### config.mk
export PLATFORM = sky130hd
export DESIGN_NAME = mdu_hilo_writer
export DESIGN_NICKNAME = d
export VERILOG_FILES = /design/src/rtl/mdu_hilo_writer.sv
export SDC_FILE = /design/constraint.sdc
export NUM_CORES = 2
export LEC_CHECK = 0
export ABC_CLOCK_PERIOD_IN_PS = 8200
export CORE_MARGIN = 2
export CORE_UTILIZATION = 38
export CTS_CLUSTER_DIAMETER = 120
export CTS_CLUSTER_SIZE = 25
export DETAILED_ROUTE_END_ITERATION = 7
export REMOVE_ABC_BUFFERS = 1
export SYNTH_ARGS = -nofsm -noshare
export SYNTH_HDL_FRONTEND = slang
export SYNTH_SLANG_ARGS = --single-unit
### constraint.sdc
create_clock -name clk -period 8.2 [get_ports clk]
set_input_delay 0.82 -clock clk [delete_from_list [all_inputs] [get_ports clk]]
set_output_delay 0.82 -clock clk [all_outputs]
set_load 0.02 [all_outputs]
### src/rtl/mdu_hilo_writer.sv
// mdu_hilo_writer
//   Iterative multiply/divide unit in EX. It produces the {HI, LO} word and
//   the write enable for the HI/LO register. It handles mult, multu, div and
//   divu. While it computes it stalls the pipeline, and it pulses hilo_we for
//   one cycle per completed operation.
//
// Ports
//   clk         system clock, rising edge
//   rst_n       asynchronous active-low reset
//   start       mult/div request, sampled only in IDLE
//   op          00 mult, 01 multu, 10 div, 11 divu
//   src_a       multiplicand / dividend (rs)
//   src_b       multiplier / divisor (rt)
//   flush       synchronous cancel of the in-flight operation
//   stall       combinational pipeline stall request
//   done        one-cycle completion pulse
//   hilo_we     HI/LO write enable (same as done)
//   hilo_wdata  registered {HI, LO}; holds the last result
//
// Build option
//   MDU_DIV_SHORTCUT_EN: a divide whose dividend magnitude is below the divisor
//   magnitude finishes through CALC1 instead of iterating. Results are the
//   same either way; only the latency changes.
//
// state | meaning
// IDLE  | waiting for start
// CALC1 | single-cycle multiply, divide-by-zero or short-cut divide
// DIV   | restoring divide, one quotient bit per cycle, WIDTH cycles
// DONE  | result valid, done/hilo_we pulse

module mdu_hilo_writer #(
    parameter int WIDTH = 32
) (
    input  logic                 clk,
    input  logic                 rst_n,
    input  logic                 start,
    input  logic [1:0]           op,
    input  logic [WIDTH-1:0]     src_a,
    input  logic [WIDTH-1:0]     src_b,
    input  logic                 flush,
    output logic                 stall,
    output logic                 done,
    output logic                 hilo_we,
    output logic [2*WIDTH-1:0]   hilo_wdata
);

    localparam int CW = $clog2(WIDTH);

    typedef enum logic [1:0] {IDLE, CALC1, DIV, DONE} state_t;

    state_t             state_q, state_d;
    logic [1:0]         op_q, op_d;
    logic [WIDTH-1:0]   a_q, a_d, b_q, b_d;
    logic [WIDTH-1:0]   quo_q, quo_d, rem_q, rem_d, dvsr_q, dvsr_d;
    logic [CW-1:0]      count_q, count_d;
    logic [2*WIDTH-1:0] hilo_q, hilo_d;

    // Decode of the incoming request (used only in IDLE)
    logic             in_signed, in_b_zero, take_short;
    logic [WIDTH-1:0] in_mag_a, in_mag_b;

    assign in_signed = ~op[0];
    assign in_b_zero = (src_b == '0);
    assign in_mag_a  = (in_signed & src_a[WIDTH-1]) ? -src_a : src_a;
    assign in_mag_b  = (in_signed & src_b[WIDTH-1]) ? -src_b : src_b;

`ifdef MDU_DIV_SHORTCUT_EN
    assign take_short = (in_mag_a < in_mag_b);
`else
    assign take_short = 1'b0;
`endif

    // Latched-operand helpers
    logic               q_signed, neg_quo, neg_rem;
    logic [2*WIDTH-1:0] ext_a, ext_b, product;

    assign q_signed = ~op_q[0];
    assign neg_quo  = q_signed & (a_q[WIDTH-1] ^ b_q[WIDTH-1]);
    assign neg_rem  = q_signed & a_q[WIDTH-1];
    // The low 2W bits of the product of the sign-extended operands are the
    // correct signed product, so a single multiplier serves both forms.
    assign ext_a    = {{WIDTH{q_signed & a_q[WIDTH-1]}}, a_q};
    assign ext_b    = {{WIDTH{q_signed & b_q[WIDTH-1]}}, b_q};
    assign product  = ext_a * ext_b;

    // One restoring step. The partial remainder stays below the divisor, so
    // the shifted value fits in WIDTH+1 bits and the top bit of the trial
    // difference is its sign.
    logic [WIDTH:0]   shifted, trial;
    logic [WIDTH-1:0] step_rem, step_quo;

    assign shifted  = {rem_q, quo_q[WIDTH-1]};
    assign trial    = shifted - {1'b0, dvsr_q};
    assign step_rem = trial[WIDTH] ? shifted[WIDTH-1:0] : trial[WIDTH-1:0];
    assign step_quo = {quo_q[WIDTH-2:0], ~trial[WIDTH]};

    always_comb begin
        state_d = state_q;
        op_d    = op_q;
        a_d     = a_q;
        b_d     = b_q;
        quo_d   = quo_q;
        rem_d   = rem_q;
        dvsr_d  = dvsr_q;
        count_d = count_q;
        hilo_d  = hilo_q;
        if (flush) begin
            state_d = IDLE;
        end else begin
            unique case (state_q)
                IDLE: begin
                    if (start) begin
                        op_d = op;
                        a_d  = src_a;
                        b_d  = src_b;
                        if (!op[1] || in_b_zero || take_short) begin
                            state_d = CALC1;
                        end else begin
                            state_d = DIV;
                            count_d = '0;
                            rem_d   = '0;
                            quo_d   = in_mag_a;
                            dvsr_d  = in_mag_b;
                        end
                    end
                end
                CALC1: begin
                    if (!op_q[1])
                        hilo_d = product;
                    else if (b_q == '0)
                        hilo_d = {a_q, {WIDTH{1'b1}}};
                    else
                        hilo_d = {a_q, {WIDTH{1'b0}}};
                    state_d = DONE;
                end
                DIV: begin
                    rem_d   = step_rem;
                    quo_d   = step_quo;
                    count_d = count_q + 1'b1;
                    if (count_q == CW'(WIDTH - 1)) begin
                        hilo_d  = {neg_rem ? -step_rem : step_rem,
                                   neg_quo ? -step_quo : step_quo};
                        state_d = DONE;
                    end
                end
                DONE: state_d = IDLE;
                default: state_d = IDLE;
            endcase
        end
    end

    always_ff @(posedge clk or negedge rst_n) begin
        if (!rst_n) begin
            state_q <= IDLE;
            op_q    <= '0;
            a_q     <= '0;
            b_q     <= '0;
            quo_q   <= '0;
            rem_q   <= '0;
            dvsr_q  <= '0;
            count_q <= '0;
            hilo_q  <= '0;
        end else begin
            state_q <= state_d;
            op_q    <= op_d;
            a_q     <= a_d;
            b_q     <= b_d;
            quo_q   <= quo_d;
            rem_q   <= rem_d;
            dvsr_q  <= dvsr_d;
            count_q <= count_d;
            hilo_q  <= hilo_d;
        end
    end

    assign stall      = (start & (state_q == IDLE) & ~flush) |
                        (state_q == CALC1) | (state_q == DIV);
    assign done       = (state_q == DONE) & ~flush;
    assign hilo_we    = done;
    assign hilo_wdata = hilo_q;

endmodule

==> summary by stage <==
Clock network
TritonCTS built the clock tree. The number of H-tree levels is 1. The clock net sink count is 233. The clock root buffer is clkbuf_16.

The clock tree buffer depth is 3. The worst-skew pair later-pin latency is 0.59 ns. Clock tree synthesis inserted a total of 16 buffers. After clock tree synthesis, the clock-pin slew on the worst setup and hold paths is 0.11 ns.

Yosys
The synthesized flop and latch total is 233. By area the synthesized netlist is led by fa_1, dfrtp_1, inv_1. The post-synthesis instance total is 6040. The number of synthesized flops with an enable pin is 0. The per-instance average area after synthesis is 8.84 sq um. The share of synthesized area in the top cell type comes to 0.422.

The most instantiated flip-flop cell in the synthesis netlist is dfrtp_1. The part of the Yosys area used for sequential elements is 0.109. In the synthesized netlist the async set-or-reset flop fraction comes to 1.00. Synthesis instantiated 97 different standard cells from the library. The cell type contributing the most total cell area after synthesis is fa_1. The mapped netlist covers 53400 sq um. The count of synthesis-stage warnings from yosys is 0.

Floorplanning
The total die area is 144000 sq um. The y dimension of the die is 379 um. After floorplanning, the core was sized to cover 140000 sq um. During I/O placement, the number of pins put on the boundary was 137. The die is 379 um wide. The number of cell rows is 137. For this configuration, the core starts out at a cell density of 0.383.

Cells and area
The area of the multi-input gates is 42300 sq um. The utilization after layout is 0.443. The layout overhead on the synthesized area is 15.8%.

The library cells used most frequently in the layout, excluding fill and tap cells, are inv_1, fa_1, nand2_1, buf_4, and2_1. The fraction of layout cells with a size suffix above 1 is 0.129. The final non-filler cell area is 61800 sq um. The filler cell count in the final layout is 13700. The library cell used most frequently in the layout, excluding fill and tap cells, is inv_1. The total number of nets in the final design is 7797. The finished layout holds 8230 standard cells, fillers aside. The sequential cells in the finished layout cover a total of 5840 sq um.

Place
The final HPWL from detailed placement is 144 mm. Routability-driven placement finished with a final weighted congestion of 0.925. The number of placed instances, taps included, is 8177. The count of input and output buffers is 136. After detailed placement, the total cell area comes to 60300 sq um.

Drt
Dividing the detail-routed wire length by the instance count gives 21.0 um. The ratio of routed vias to standard cells is 5.21. For this run, design rule violations remaining after detail routing come to 0. The wire length on met1 is 66.9 mm.

The remaining number of nets flagged by the antenna check after routing is 0. The final routed wirelength across all metal layers is 173 mm. The initial DRC count is 3283. The count of vias placed by the detailed router is 42900. Detailed routing placed a total of 9.71 mm of wire on met3. The highest metal layer with signal wires is met5. The first TritonRoute pass finished after 6 iterations. The met2 routed wirelength is 87.8 mm.

Timing
Setup repair after global routing could not meet its margin everywhere. The maximum clock rate is 121 MHz. The number of hold violations in the final report is 0. The actual transition at the worst max-transition pin is 1.30 ns. Setup violations remaining at the end of the flow were counted as 4.

Between clock sinks in the finished design, the worst skew comes to 0.0495 ns. The final-report max-slew violation count is 0. The shortest period the worst path allows is 8.25 ns. Measured against its own limit, the worst slew margin works out to 0.124. The post-route clock period utilization is 1.01. The setup slack of the critical path after layout is -0.0484 ns.

Critical path
The largest individual stage delay along the critical path comes from the cell fa_1. The longest individual stage delay on the worst path is 0.57 ns. The critical path contains buffers and inverters numbering 7 combined. The required time reported for the critical path endpoint is 8.70 ns. The most used cell along the critical path is fa_1. The maximum fanout along the worst path is 18. The signal arrival time at the worst endpoint is 8.75 ns. The worst setup path is of the reg -> reg kind. On the critical path the largest part of the delay comes from adder cells. The type of element capturing the critical path is a register.

The worst setup path is launched from a register.

GRT
The first global-routing pass estimated 270 mm of wire. The total grt overflow is 0. The initial antenna violation count is 8. The number of global-route vias before repair was 45800. Entering global routing, the biggest net connects 134 pins. In the global route stage, overall resource usage came out at 0.248.

Worst hold path
The classification of the worst-slack hold path is in -> async.

Flow run
The tool flagged a number of max-cap violations equal to 0.

Run status
The flow ran to the end, but the final reports show violations. The final reports fail on negative setup slack.
## per-stage QoR
step	hold slack, ns	setup slack, ns	setup TNS (ns)
2_1_floorplan	0.445	-1.97	-31.00
3_3_place_gp	0.456	-0.324	-2.80
3_5_place_dp	0.463	-0.340	-3.42
4_1_cts	0.348	0.00124	0
5_1_grt	0.358	-0.344	-2.17
6_report	0.299	-0.0484	-0.102
## final timing paths
| path | endpoint | cells past startpoint | slack, ns | start |
|---|---|---|---|---|
| max reg2reg | hilo_wdata[59]$_DFFE_PN0P_ | 29 | -0.05 | a_q[24]$_DFFE_PN0P_ |
| min | rem_q[31]$_DFFE_PN0P_ | 1 | 0.30 | rst_n |
| max | hilo_wdata[59]$_DFFE_PN0P_ | 29 | -0.05 | a_q[24]$_DFFE_PN0P_ |
| min in group clk | hilo_wdata[29]$_DFFE_PN0P_ | 2 | 0.48 | hilo_wdata[29]$_DFFE_PN0P_ |
| min reg2reg | hilo_wdata[29]$_DFFE_PN0P_ | 2 | 0.48 | hilo_wdata[29]$_DFFE_PN0P_ |
| max in group asynchronous | a_q[20]$_DFFE_PN0P_ | 2 | 6.50 | rst_n |
## logic make-up after synthesis
| family | share of synthesized area |
|---|---|
| flops | 0.109 |
| mux | 0.0196 |
| xor+xnor | 0.0322 |
| simple gates | 0.158 |
| buf+inv | 0.111 |
| compound gates | 0.0883 |
| fa+ha+maj | 0.482 |
## layer usage
metal  GRT usage  vias up
met5           0        -
met4      0.0943       12
met3      0.0281      347
met2       0.441     1364
met1       0.308    22200
li1            -    19000
## registers in the layout (all words and copies together), names as in the netlist
| signal | cells |
|---|---|
| op_q | 2 |
| dvsr_q | 32 |
| a_q | 32 |
| state_q | 2 |
| hilo_wdata | 64 |
| count_q | 5 |
| rem_q | 32 |
| b_q | 32 |
| quo_q | 32 |
## synth_stat cells, drive strengths merged, types with 6 or more instances
library cell  instances
nor4                 29
o41ai                11
or2                  14
and2                372
nand2               978
o31ai                33
a21oi               222
mux2i                28
dfrtp               233
a221oi               13
o21a                  9
ha                  255
and3                 19
or3                  16
o21ai               241
a31oi                28
a211o                 7
nand3                48
a211oi               21
a21o                 51
or4                   7
fa                 1126
nand3b               10
xor2                 85
nand4                15
mux2                 68
clkbuf              337
nor2                197
nor2b                 8
o311ai                6
inv                1185
buf                  39
nor3                 61
nand2b               31
o211ai               36
o21bai               11
xnor2               111
## final cells by class
cell class,instances,share of cell area
diodes,1,0.0000405
multi-input cells,4245,0.685
clock buffers,18,0.00694
repair buffers,664,0.102
well taps,1876,0.0380
clock inverters,7,0.00194
inverters,1186,0.0721
flip-flops and latches,233,0.0945
## timing repair
action,4_1_cts,5_1_grt
hold buffers,0,0
endpoints found under the setup margin,23,33
setup buffers,5,24
pin swaps,18,80
resized for setup,53,165
Power is not shown: default switching activity piles up to over one toggle a cycle in this logic, so the estimate is an artifact.
